==> src/rtl/demux_1to4_stream.sv <==
// Registered 1-to-4 stream demultiplexer.
// Each channel has a one-entry output register, its own handshake and a delivery counter.
module demux_1to4_stream #(
  parameter int DATA_W = 8
) (
  input  logic                clk,
  input  logic                rst_n,
  input  logic                in_valid,
  output logic                in_ready,
  input  logic [DATA_W-1:0]   in_data,
  input  logic [1:0]          in_sel,
  output logic [3:0]          out_valid,
  input  logic [3:0]          out_ready,
  output logic [4*DATA_W-1:0] out_data,
  input  logic                cnt_clr,
  output logic [31:0]         cnt
);

  logic [3:0] ld;
  logic [3:0] xfer;
  logic       take;

  // Ready only looks at the addressed channel, never at in_valid.
  assign in_ready = !out_valid[in_sel] | out_ready[in_sel];
  assign take     = in_valid & in_ready;
  assign ld       = {4{take}} & (4'b0001 << in_sel);
  assign xfer     = out_valid & out_ready;

  for (genvar k = 0; k < 4; k++) begin : g_ch
    logic              vld;
    logic [DATA_W-1:0] dat;
    logic [7:0]        num;

    always_ff @(posedge clk or negedge rst_n) begin
      if (!rst_n) begin
        vld <= 1'b0;
        dat <= '0;
      end else if (ld[k]) begin
        vld <= 1'b1;
        dat <= in_data;
      end else if (xfer[k]) begin
        vld <= 1'b0;
      end
    end

    // Clear wins over a same-cycle delivery.
    always_ff @(posedge clk or negedge rst_n) begin
      if (!rst_n) begin
        num <= '0;
      end else if (cnt_clr) begin
        num <= '0;
      end else if (xfer[k]) begin
        num <= num + 8'd1;
      end
    end

    assign out_valid[k]                  = vld;
    assign out_data[k*DATA_W +: DATA_W] = dat;
    assign cnt[k*8 +: 8]                 = num;
  end

endmodule

==> config.mk <==
export PLATFORM = sky130hd
export DESIGN_NAME = demux_1to4_stream
export DESIGN_NICKNAME = d
export VERILOG_FILES = /design/src/rtl/demux_1to4_stream.sv
export SDC_FILE = /design/constraint.sdc
export NUM_CORES = 1
export LEC_CHECK = 0
export ABC_AREA = 1
export CORE_ASPECT_RATIO = 1.4
export CORE_MARGIN = 10
export CORE_UTILIZATION = 49
export DETAILED_ROUTE_END_ITERATION = 12
export PLACE_DENSITY = 0.8
export RECOVER_POWER = 50
export SYNTH_ARGS = -nofsm -noshare
export SYNTH_HDL_FRONTEND = slang
export SYNTH_SLANG_ARGS = --single-unit
==> constraint.sdc <==
create_clock -name clk -period 1.6 [get_ports clk]
set_input_delay 0.16 -clock clk [delete_from_list [all_inputs] [get_ports clk]]
set_output_delay 0.16 -clock clk [all_outputs]
set_load 0.05 [all_outputs]
==> metrics.md <==
| Metric | Value |
|---|---|
| Rows | `36` |
| Syn avg cell area | `8.04 sq um` |
| Grt total ovfl | `0` |
| Final count of negative-setup-slack endpoints | `0` |
| Area leader, netlist | `dfrtp_1` |
| DRT iter0 DRCs | `194` |
| Post-Layout Cell Count | `about 640` |
| Min cycle time layout | `1.56 ns` |
| Count leader, synth | `nand2_1` |
| Arrival time worst endpoint | `1.40 ns` |
| Most common cell on crit path | `buf_12` |
| CP Cell Sequence | `clkdlybuf4s50_1, buf_12, inv_4, nand3_2, nand2_2, nor2_4, nand2_8, buf_12` |
| Number of remaining DRC errors | `0` |
| Core Util, Final | `64.6%` |
| Hold Fails Final Rpt | `0` |
| Clock-pin slew of the registers on the worst-case setup and hold paths | `roughly 0.08 ns` |
| Vias/cell | `between 5 and 6` |
| IO buf count | `86` |
| Largest net degree at the start of global routing | `69` |
| Synth async-reset ratio | `100%` |
| Root Driver | `clkbuf_8` |
| Synthesis-to-finish area growth | `28.7%` |
| Dpl hpwl | `between 7 and 8 mm` |
| Worst Max-Slew Pin Slew | `~0.92 ns` |
| Largest stage delay on the critical path | `0.50 ns` |
| Outcome | `complete, no violations` |
| Die area | `11,000 sq um` |
| Max_cap viols | `0` |
| Seq cells post-synth | `68` |
| Worst vdd ir | `0.931 mV` |
| Die width | `~91 um` |
| CTS tree | `done` |
| Critical Path End Type | `primary output` |
| Routed wire length per instance | `around 15 um` |
| Routability Congestion | `0.833` |
| Post-synthesis net count | `458` |
| Share of the synthesized area in the top cell type | `48.6%` |
| Clk buf depth | `2` |
| Tcrit/Tclk final | `97.5%` |
| Pwr Density | `1100 nW/um^2` |
| Routed vias | `3,339` |
| Startpoint types | `input pin` |
| Placed instance count | `620` |
| Mapped Cells | `436` |
| Worst-path maximum fanout | `8` |
| WS Path Type | `input pin to primary output` |
| Initial antenna violation count | `0` |
| Final WL | `about 9.7 mm` |
| I/O pin count | `87` |
| EDFF count, synth | `0` |
| Fmax | `between 600 and 700 MHz` |
| Antenna viol nets, final | `0` |
| Pre-antenna DRT Iters | `4` |
| Nets@finish | `563` |
| Synth top area cells | `dfrtp_1 (49%), nand2_1 (15%), nand4_1 (8.6%)` |
| Max stage delay cell, worst path | `clkdlybuf4s50_1` |
| Die Ht | `120 um` |
| Core area | `6980 sq um` |
| Synth top cells by count | `nand2_1 (138), dfrtp_1 (68), inv_1 (56)` |
| Post-synth top flop | `dfrtp_1` |
| # diodes | `0` |
| Starting Density | `between 50% and 60%` |
| Netlist cell types | `27` |
| Sequential fraction of the synthesis area | `48.6%` |
| Vias in the first global route | `around 3,500` |
| Leakage power | `2.37 nW` |
| First-pass GRT wire length | `16.4 mm` |
| Final max-slew violation count | `0` |
| HP Class | `input pin to flop` |
| GR Util All Layers | `18.1%` |
| Worst-Skew Late Latency | `0.35 ns` |
| Worst clock skew | `0.0129 ns` |
| H-tree Lvls | `3` |
| Yosys warning total | `0` |
| Cell Area, Synth | `3500 sq um` |
| Share of cells above drive strength 1 | `16.8%` |
| Worst slew margin | `between 30% and 40%` |
| Clock sinks | `68` |
| TritonCTS buffer count | `9` |
| WP data required | `roughly 1.4 ns` |
[critical path: cells and delay by family]
| kind | cells | cell delay, ns |
|---|---|---|
| simple gates | 4 | 0.39 |
| buf+inv | 4 | 0.83 |
[registers in the layout (all words and copies together) (netlist names)]
register and count:
g_ch.dat 32, g_ch.vld 4, g_ch.num 32
[per-stage QoR]
stage          setup TNS [ns]  setup WS [ns]  hold slack (ns)  area (sq um)  total power [mW]
2_1_floorplan               0          0.212           -0.136          3500              3.00
3_3_place_gp            -4.50         -0.139            0.210          4380              3.51
3_5_place_dp            -6.04         -0.203            0.213          4380              3.55
4_1_cts                     0         0.0279            0.374          4640              5.13
5_1_grt               -0.0171        -0.0171            0.482          4510              5.17
6_report                    0         0.0394            0.436          4510              4.94
[cell type report]
class	instances	area, sq um
Multi-Input combinational cell	294	1460
Timing Repair Buffer	109	790
Inverter	59	224
Clock inverter	6	88.8
Clock buffer	10	128
Sequential cell	68	1700
Fill cell	615	2470
Tap cell	95	119
[cells by family after synthesis]
group,share of synthesized area (%)
flops,48.6
compound gates,3.57
simple gates,36.2
fa+ha+maj,1.43
buf+inv,10.2
[layout by cell type, fill, tap and decap left out, drive strengths merged]
cell           Yosys  routed
nand3             23      23
inv               58      58
dlygate4sd3        0       2
bufinv             0       2
buf               14      58
nand2            143     144
clkinv             1       3
ha                 4       4
clkdlybuf4s50      0      15
nand4             48      48
nor3              16      16
clkbuf             2      44
o21ai             17      17
dfrtp             68      68
clkinvlp           0       2
a21oi              8       8
nor2              34      34
[layer usage]
layer	track usage [%]	share of wire (%)	up-vias
li1	-	-	1636
met1	19.4	38	1564
met2	32.2	51	118
met3	5.30	7.4	21
met4	8.15	2.7	0
met5	0	0	-
[report_power, final]
part           switching, mW  total (mW)  internal, mW
Clock                  0.691        1.57         0.877
Sequential             0.117        2.01          1.90
Combinational           1.06        1.36         0.298
Total                   1.87        4.94          3.07
[worst paths after layout]
check                                    start        endpoint  slack [ns]  depth (start not counted)
worst min register to register  g_ch[0].dat[0]  g_ch[0].dat[0]        0.48                          2
worst max-delay path                 in_sel[0]        in_ready        0.04                          8
min in group asynchronous                rst_n  g_ch[2].num[5]        0.59                          3
max in group asynchronous                rst_n  g_ch[1].dat[7]        0.43                          3
worst max register to register     g_ch[2].vld  g_ch[0].dat[2]        0.18                          9
worst min-delay path              out_ready[1]     g_ch[1].vld        0.44                          2
[timing repair]
action / 4_1_cts / 5_1_grt
buffers inserted: 3 / 0
gates cloned: 1 / 0
gates resized for setup: 1 / 1
pin swaps: 2 / 1
endpoints found under the setup margin: 1 / 2
hold endpoints to repair: 68 / 0
hold buffers: 1 / 0
Power figures use the tool's default switching activity.
